`src/rtl/ifm_row_loader.sv`:
```
// Loads IFM rows from the DRAM read stream into a ring of BRAM row buffers,
// handing each completed buffer to the controller and waiting for its release.
module ifm_row_loader #(
  parameter int W_SIZE      = 9,
  parameter int W_CHANNEL   = 5,
  parameter int IFM_BUF_CNT = 4,
  parameter int W_IFM_BUF   = 2,
  parameter int DATA_W      = 32,
  parameter int BUF_AW      = 10
) (
  input  logic                   clk,
  input  logic                   rst,
  input  logic                   q_start,
  input  logic [W_SIZE-1:0]      q_width,
  input  logic [W_SIZE-1:0]      q_height,
  input  logic [W_CHANNEL-1:0]   q_channel,
  input  logic                   s_valid,
  input  logic [DATA_W-1:0]      s_data,
  output logic                   s_ready,
  output logic [IFM_BUF_CNT-1:0] o_buf_we,
  output logic [BUF_AW-1:0]      o_buf_addr,
  output logic [DATA_W-1:0]      o_buf_wdata,
  input  logic [IFM_BUF_CNT-1:0] i_ifm_buf_release,
  output logic [IFM_BUF_CNT-1:0] o_ifm_buf_done,
  output logic [W_SIZE-1:0]      o_row,
  output logic                   o_busy,
  output logic                   o_load_done,
  output logic                   o_cfg_err
);

  localparam int W_RW = W_SIZE + W_CHANNEL;
  localparam logic [W_RW-1:0] MAX_WORDS = W_RW'(2 ** BUF_AW);

  typedef enum logic [2:0] {
    IDLE,
    WAIT_BUF,
    LOAD,
    ROW_DONE,
    DONE
  } state_t;

  state_t state_reg, state_next;

  logic [W_SIZE-1:0]      height_reg;
  logic [W_SIZE-1:0]      row_reg;
  logic [W_RW-1:0]        last_word_reg;
  logic [BUF_AW-1:0]      word_cnt_reg;
  logic [W_IFM_BUF-1:0]   buf_reg;
  logic [IFM_BUF_CNT-1:0] full_reg, full_next;
  logic [IFM_BUF_CNT-1:0] we_reg;
  logic [BUF_AW-1:0]      addr_reg;
  logic [DATA_W-1:0]      wdata_reg;
  logic [IFM_BUF_CNT-1:0] done_reg;
  logic                   busy_reg;
  logic                   load_done_reg;
  logic                   cfg_err_reg;

  logic [W_RW-1:0]        start_words;
  logic                   start_ok;
  logic                   cfg_bad;
  logic                   dim_zero;
  logic                   frame_start;
  logic                   accept;
  logic                   last_beat;
  logic [IFM_BUF_CNT-1:0] buf_onehot;
  logic [W_IFM_BUF-1:0]   buf_adv;
  logic [W_SIZE-1:0]      row_inc;

  assign start_words = W_RW'(q_width) * W_RW'(q_channel);
  // busy_reg stays high through the load_done cycle, so starts wait until it drops
  assign start_ok    = q_start && (state_reg == IDLE) && !busy_reg;
  assign cfg_bad     = start_words > MAX_WORDS;
  assign dim_zero    = (q_width == '0) || (q_height == '0) || (q_channel == '0);
  assign frame_start = start_ok && !cfg_bad;
  assign accept      = (state_reg == LOAD) && s_valid;
  assign last_beat   = accept && (W_RW'(word_cnt_reg) == last_word_reg);
  assign buf_adv     = (buf_reg == W_IFM_BUF'(IFM_BUF_CNT - 1)) ? '0 : buf_reg + 1'b1;
  assign row_inc     = row_reg + 1'b1;

  // Ownership flags: a completed row's set beats a coincident release.
  for (genvar gi = 0; gi < IFM_BUF_CNT; gi++) begin : g_buf
    assign buf_onehot[gi] = (buf_reg == W_IFM_BUF'(gi));
    assign full_next[gi]  = frame_start ? 1'b0 :
                            ((state_reg == ROW_DONE) && buf_onehot[gi]) ? 1'b1 :
                            i_ifm_buf_release[gi] ? 1'b0 : full_reg[gi];
  end

  always_comb begin
    state_next = state_reg;
    case (state_reg)
      IDLE: begin
        if (frame_start) begin
          state_next = dim_zero ? DONE : WAIT_BUF;
        end
      end
      WAIT_BUF: begin
        if (!full_reg[buf_reg]) begin
          state_next = LOAD;
        end
      end
      LOAD: begin
        if (last_beat) begin
          state_next = ROW_DONE;
        end
      end
      ROW_DONE: begin
        state_next = (row_inc == height_reg) ? DONE : WAIT_BUF;
      end
      DONE: begin
        state_next = IDLE;
      end
      default: begin
        state_next = IDLE;
      end
    endcase
  end

  always_ff @(posedge clk) begin
    if (rst) begin
      state_reg     <= IDLE;
      height_reg    <= '0;
      row_reg       <= '0;
      last_word_reg <= '0;
      word_cnt_reg  <= '0;
      buf_reg       <= '0;
      full_reg      <= '0;
      we_reg        <= '0;
      addr_reg      <= '0;
      wdata_reg     <= '0;
      done_reg      <= '0;
      busy_reg      <= 1'b0;
      load_done_reg <= 1'b0;
      cfg_err_reg   <= 1'b0;
    end else begin
      state_reg     <= state_next;
      full_reg      <= full_next;
      we_reg        <= '0;
      done_reg      <= '0;
      load_done_reg <= 1'b0;
      cfg_err_reg   <= 1'b0;

      if (load_done_reg) begin
        busy_reg <= 1'b0;
      end

      if (start_ok) begin
        if (cfg_bad) begin
          cfg_err_reg <= 1'b1;
        end else begin
          height_reg    <= q_height;
          last_word_reg <= start_words - W_RW'(1);
          row_reg       <= '0;
          buf_reg       <= '0;
          word_cnt_reg  <= '0;
          busy_reg      <= 1'b1;
        end
      end

      if (accept) begin
        we_reg       <= buf_onehot;
        addr_reg     <= word_cnt_reg;
        wdata_reg    <= s_data;
        word_cnt_reg <= last_beat ? '0 : word_cnt_reg + 1'b1;
      end

      if (state_reg == ROW_DONE) begin
        done_reg <= buf_onehot;
        row_reg  <= row_inc;
        buf_reg  <= buf_adv;
      end

      if (state_reg == DONE) begin
        load_done_reg <= 1'b1;
      end
    end
  end

  assign s_ready        = (state_reg == LOAD);
  assign o_buf_we       = we_reg;
  assign o_buf_addr     = addr_reg;
  assign o_buf_wdata    = wdata_reg;
  assign o_ifm_buf_done = done_reg;
  assign o_row          = row_reg;
  assign o_busy         = busy_reg;
  assign o_load_done    = load_done_reg;
  assign o_cfg_err      = cfg_err_reg;

endmodule

```
`config.mk`:
```
export PLATFORM = sky130hd
export DESIGN_NAME = ifm_row_loader
export DESIGN_NICKNAME = d
export VERILOG_FILES = /design/src/rtl/ifm_row_loader.sv
export SDC_FILE = /design/constraint.sdc
export NUM_CORES = 1
export LEC_CHECK = 0
export ABC_AREA = 1
export ABC_CLOCK_PERIOD_IN_PS = 10400
export BUFFER_PORTS_ARGS = -buffer_cell sky130_fd_sc_hd__clkbuf_2
export CORE_MARGIN = 4
export CORE_UTILIZATION = 38
export CTS_CLUSTER_SIZE = 30
export DETAILED_ROUTE_END_ITERATION = 6
export PLACE_DENSITY_LB_ADDON = 0.08
export SKIP_CTS_REPAIR_TIMING = 1
export SYNTH_ARGS = -nofsm -noshare
export SYNTH_HDL_FRONTEND = slang
export SYNTH_SLANG_ARGS = --single-unit
```
`constraint.sdc`:
```
create_clock -name clk -period 10.4 [get_ports clk]
set_input_delay 2.08 -clock clk [delete_from_list [all_inputs] [get_ports clk]]
set_output_delay 2.08 -clock clk [all_outputs]
set_load 0.02 [all_outputs]
```
; After elaboration in Yosys (flattened, before gate mapping)
; Cells that the tools add are included.
[classes]
add_sub_neg = 4
n_mul = 1
n_lt_le_gt_ge = 2
n_eq_ne = 14
n_mux = 32
n_bitwise = 4
reduce_logical = 32
[op_table]
columns = op, count
row1 = 2-to-1 mux 10 bit, 4
row2 = 2-to-1 mux 9 bit, 3
row3 = logical NOT 9 bit, 2
row4 = 2-to-1 mux 3 bit, 5
row5 = == test 10 x 14 -> 1 bit, 1
row6 = "greater-than comparator 14 x 11 -> 1 bit, second input constant", 1
row7 = multiplier 9 x 5 -> 14 bit, 1
row8 = 2-to-1 mux 1 bit, 14
row9 = "subtractor 14 x 1 -> 14 bit, second input constant", 1
row10 = one-hot mux 3 bit (4 select lines), 1
row11 = nonzero test 2 bit, 6
row12 = "adder 10 x 1 -> 10 bit, second input constant", 1
row13 = "adder 9 x 1 -> 9 bit, second input constant", 1
row14 = == test 9 bit, 1
row15 = logical AND 1 bit, 9
row16 = 2-to-1 mux 2 bit, 4
row17 = OR reduction 2 bit, 4
row18 = "== test 3 x 2 -> 1 bit, second input constant", 2
row19 = "!= test 2 x 1 -> 1 bit, second input constant", 3
row20 = AND reduction 2 bit, 3
row21 = logical NOT 5 bit, 1
row22 = "== test 2 bit, second input constant", 2
row23 = "!= test 2 bit, second input constant", 2
row24 = inverter 1 bit, 4
row25 = 11 further kinds, 13
[word_totals]
register_bits = 104
input_bits = 63
elab_cells = 106

; Logic depth before layout (Yosys ltp)
[depth]
ltp_word = 6
mapped_depth = 26
mapped_depth_nobuf = 23

; Least setup slack after synthesis
; Ideal clock, no wire load.
[synth_path]
kind = in2reg
startpoint = input q_channel[3]
endpoint = register row_reg[2] (netlist: o_row[2])
t_arrival_ps = 5649
required_time_ps = 10268
setup_slack_ps = 4619
cell_stages = 21
path_buffers = 3
cell_sequence = clkbuf_1 -> nand2_1 -> inv_1 -> fa_1 -> fa_1 -> inv_1 -> fa_1 -> inv_1 -> ha_1 -> a21oi_1 -> nand2_1 -> nand2_1 -> nand3_1 -> nand2_1 -> nand2_1 -> nor2_1 -> nand4_4 -> buf_6 -> buf_8 -> nand3_1 -> a21oi_1
[synth_between]
elab_chain_len = 4
[synth_lines]
columns = element, line_no
row1 = "start, declared", 16  ; input logic [W_CHANNEL-1:0] q_channel,
row2 = multiplier 9 x 5 -> 14 bit, 69  ; assign start_words = W_RW'(q_width) * W_RW'(q_channel);
row3 = greater-than comparator 14 x 11 -> 1 bit, 72  ; assign cfg_bad = start_words > MAX_WORDS;
row4 = != test 2 x 1 -> 1 bit (no source line), --
row5 = AND reduction 2 bit (no source line), --
row6 = "end signal, assigned", 168  ; row_reg <= row_inc;
row7 = "end, declared", 45  ; logic [W_SIZE-1:0] row_reg;
; Every way passes these cells.
; A chain may end at the register's enable or synchronous reset.

; Final worst setup path
[layout_path]
startpoint = input q_channel[4]
endpoint = register last_word_reg[7]
[layout_between]
elab_chain_len = 4
[layout_lines]
columns = element, line_no
row1 = multiplier 9 x 5 -> 14 bit (*), 69
row2 = greater-than comparator 14 x 11 -> 1 bit, 72
row3 = inverter 1 bit (no source line), --
row4 = AND reduction 2 bit (no source line), --
row5 = "end signal, assigned", 151  ; last_word_reg <= start_words - W_RW'(1);
row6 = "end, declared", 46  ; logic [W_RW-1:0] last_word_reg;
; Every way passes the cells marked *; elsewhere a longest branch is shown, timed or not.

==> impl_table.tex <==
\begin{tabular}{lr}
\hline
Metric & Value \\
\hline
\multicolumn{2}{l}{\textbf{Yosys}} \\
Post-synthesis adder-cell area fraction & 12.7\% \\
Post-synthesis async set-or-reset flop share & 0\% \\
Top cells by count, synth & 189 x sky130\_fd\_sc\_hd\_\_nand2\_1, 146 x sky130\_fd\_sc\_hd\_\_inv\_1, 116 x sky130\_fd\_sc\_hd\_\_nor2\_1, 104 x sky130\_fd\_sc\_hd\_\_dfxtp\_1, 71 x sky130\_fd\_sc\_hd\_\_o21ai\_0 \\
Simple-gate share of the synthesized area & 27.0\% \\
Most common flop cell mapped by yosys & sky130\_fd\_sc\_hd\_\_dfxtp\_1 \\
Fraction of synthesized area in multiplexers & 0\% \\
Sequential-to-total area share from yosys stat & 33.6\% \\
Dominant cells by area after synthesis & sky130\_fd\_sc\_hd\_\_dfxtp\_1 34\%, sky130\_fd\_sc\_hd\_\_nand2\_1 11\%, sky130\_fd\_sc\_hd\_\_inv\_1 8.9\% \\
Yosys top cell by area & sky130\_fd\_sc\_hd\_\_dfxtp\_1 \\
Synthesized net count & approximately 1000 \\
Top-area cell type share of the netlist area & 33.6\% \\
Synth unique cells & 35 \\
Leading cell type by number of instances after synthesis & sky130\_fd\_sc\_hd\_\_nand2\_1 \\
Dominant combinational cell family by area after synthesis & simple AND/OR/NAND/NOR gates \\
YS warnings & 0 \\
Synthesized-area fraction occupied by ao, oa, aoi and oai cells & 12.1\% \\
Synth Cell Area & 6190 µm² \\
Fraction of synthesized cell area in xor and xnor cells & between 2 and 3\% \\
Average footprint of a synthesized cell & 6.89 µm² \\
Number of synthesized flops with an enable pin & 0 \\
Number of instances in the synthesized netlist & between 800 and 900 \\
Number of flip-flops and latches in the synthesized netlist & 104 \\
\multicolumn{2}{l}{\textbf{Pwr}} \\
Worst ir drop on vdd & 99.3 µV \\
Switch share & 39.1\% \\
Net switching component of the power & a little over 0.5 mW \\
Sequential Power Share & about 37\% \\
Cell Pwr Density & 180 nW/µm² \\
Part of the power in the clock network & between 20\% and 30\% \\
Internal Dissipation & 0.792 mW \\
Part of the power in combinational logic & 37.1\% \\
Leakage component of the power & 3.63 nW \\
\multicolumn{2}{l}{\textbf{Worst setup path}} \\
Origin of the worst setup path & q\_channel[4] \\
Maximum net fanout on the critical path & 49 \\
Critical Path Sink Type & register \\
Data required, critical path & 10.68 ns \\
FF-to-FF Start & state\_reg[0] \\
Maximum cell stage delay along the critical path & between 0.5 and 0.6 ns \\
Cell repeated most along the worst path & sky130\_fd\_sc\_hd\_\_nand2\_1 \\
Worst endpoint data arrival time & 6.56 ns \\
Library cell contributing the largest single delay on the critical path & sky130\_fd\_sc\_hd\_\_nand4\_4 \\
Type of element launching the critical path & input pin \\
Count of buffer and inverter cells on the critical path & 5 \\
Cell-by-cell listing of the critical path & clkbuf\_2, nand2\_1, inv\_1, fa\_1, fa\_1, inv\_1, fa\_1, inv\_1, ha\_1, a21oi\_1, nand2\_1, nand2\_1, nand3\_1, nand2\_1, nand2\_1, nor2\_1, nand4\_4, inv\_2, o21ai\_0, a21oi\_1 \\
Kind of critical path & in2reg \\
Kind of cell adding the most delay to the critical path & adder cells \\
\multicolumn{2}{l}{\textbf{Finish}} \\
\# diodes & 0 \\
Post-layout net count & 1115 \\
Fraction of layout cells with a size suffix above 1 & 16.1\% \\
Number of flip-flops in the largest register & 32 \\
Layout overhead on the synthesized area & 16.9\% \\
\multicolumn{2}{l}{\textbf{Die}} \\
Die W & roughly 140 µm \\
Initial core utilization & 38.8\% \\
I/O pin count & 126 \\
Core Area & 15900 µm² \\
DIE HEIGHT & 136 µm \\
Die Footprint & 18400 µm² \\
Number of core rows & 46 \\
\multicolumn{2}{l}{\textbf{STA}} \\
Pin slew with the least headroom to its limit & approximately 1.1 ns \\
Pins over their slew limit & 0 \\
Worst clock skew & 0.0181 ns \\
Maximum operating frequency & 0.159 GHz \\
Setup repair after global routing missed its margin & false \\
Final setup violation count & 0 \\
Minimum period implied by the final worst setup slack & approximately 6.3 ns \\
Final hold vios & 0 \\
Final sum of negative setup slack & 0 ns \\
Final critical-path setup slack & 4.13 ns \\
Rel. slew slack & 29.8\% \\
Final worst-path cycle share & 60.3\% \\
\multicolumn{2}{l}{\textbf{Clock network}} \\
Clock latency reported for the late side of the worst-skew pair & about 0.36 ns \\
Clock-pin transition on the worst setup and hold timing paths & 0.07 ns \\
Number of buffers inserted during clock tree synthesis & 9 \\
CTS HTree Levels & 3 \\
CTS Sinks & 104 \\
Buffer levels on the longest clock path & 2 \\
Cell at the root of the clock tree & sky130\_fd\_sc\_hd\_\_clkbuf\_16 \\
CTS tree & yes \\
\multicolumn{2}{l}{\textbf{Routing}} \\
Detailed-route vias per instance & 4.63 \\
Drt first-iter violations & around 270 \\
Pre-Repair DR Iteration Count & 4 \\
Routed via count & 5661 \\
Sum of routed wire length over all layers & 14.9 mm \\
Post-route ant nets & 0 \\
Average wire length per cell after detail routing & 12.2 µm \\
Count of unresolved DRC violations after routing & 0 \\
\multicolumn{2}{l}{\textbf{Global routing}} \\
Total congestion overflow after global routing & 0 \\
Number of global-route vias before repair & 5232 \\
Pin count of the biggest net entering global routing & 71 \\
Combined global-route utilization of all metal layers & between 10\% and 20\% \\
Initial antenna violation count & 0 \\
Wire length of the first global-routing pass & around 25 mm \\
\multicolumn{2}{l}{\textbf{Placement}} \\
Worst Setup Slack post-DPL & 3.75 ns \\
Weighted congestion at the end of routability-driven global placement & 0.796 \\
HPWL after detailed placement & roughly 11 mm \\
Quantity of I/O buffers inserted on ports & between 100 and 150 \\
\multicolumn{2}{l}{\textbf{Hold path}} \\
Startpoint of the most critical hold path & full\_reg[1] \\
Path type of the worst min-delay path & reg2reg \\
\multicolumn{2}{l}{\textbf{Outcome}} \\
Result of the run & complete, no violations \\
\multicolumn{2}{l}{\textbf{Run}} \\
Number of max-capacitance violations reported & 0 \\
\hline
\end{tabular}
## layer usage
layer	global-route usage [%]	part of all wire, %
met1	21.5	48
met4	4.20	1.1
met5	0	0
met3	3.16	4.5
met2	27.7	46
## layout make-up
type	count	area, µm²
Timing Repair Buffer	127	641
Inverter	151	567
Fill cell	1719	8710
Multi-Input combinational cell	609	3370
Sequential cell	104	2080
Tap cell	216	270
Clock inverter	6	58.8
Clock buffer	10	239
## metrics by stage
stage	util [%]	hold slack (ns)	area, µm²	total power [mW]	instances
6_report	45.4	0.475	7230	1.30	1223
5_1_grt	45.4	0.488	7230	1.40	1223
4_1_cts	45.4	0.475	7230	1.32	1223
3_5_place_dp	43.5	0.466	6930	0.973	1207
3_3_place_gp	43.5	0.461	6930	0.973	1207
2_1_floorplan	-	0.443	6190	0.860	898
## cells in the final DEF (no fill, tap or decap), drive strengths merged
cell type    n
a211oi       2
a21o         2
a21oi       65
buf          2
clkbuf     135
clkinv       4
clkinvlp     1
dfxtp      104
fa          21
ha          29
inv        152
nand2      196
nand3       49
nand3b       5
nand4       11
nor2       117
nor3        11
nor3b        1
nor4         3
o21a         1
o21ai       72
o22ai        4
or2          2
xnor2        6
xor2        12
## power groups by stage
stage | clock network, mW | registers (mW) | logic, mW
after floorplan | 0 | 0.510 | 0.350
after global placement | 0 | 0.484 | 0.489
after detailed placement | 0 | 0.485 | 0.489
after CTS | 0.350 | 0.476 | 0.491
after global routing | 0.363 | 0.482 | 0.554
final | 0.343 | 0.475 | 0.482
## path summary, 6_finish.rpt
path / slack [ns] / depth (start not counted) / end
worst max register to register: 7.78 / 9 / last_word_reg[7]
worst min register to register: 0.47 / 2 / full_reg[1]
worst min-delay path: 0.47 / 2 / full_reg[1]
worst max-delay path: 4.13 / 20 / last_word_reg[7]
## worst reg2reg max path: cells and delay by family, from the launching register on
family | cells | cell delay [ns]
and+or+nand+nor | 5 | 1.43
DFF | 1 | 0.34
buffers and inverters | 2 | 0.49
AOI/OAI and AO/OA | 2 | 0.28
## logic make-up after synthesis
group | Yosys count
xor+xnor | 18
buf+inv | 185
fa+ha+maj | 50
compound gates | 146
simple gates | 395
flops | 104
Note: power is estimated with default switching activity, not from simulation.
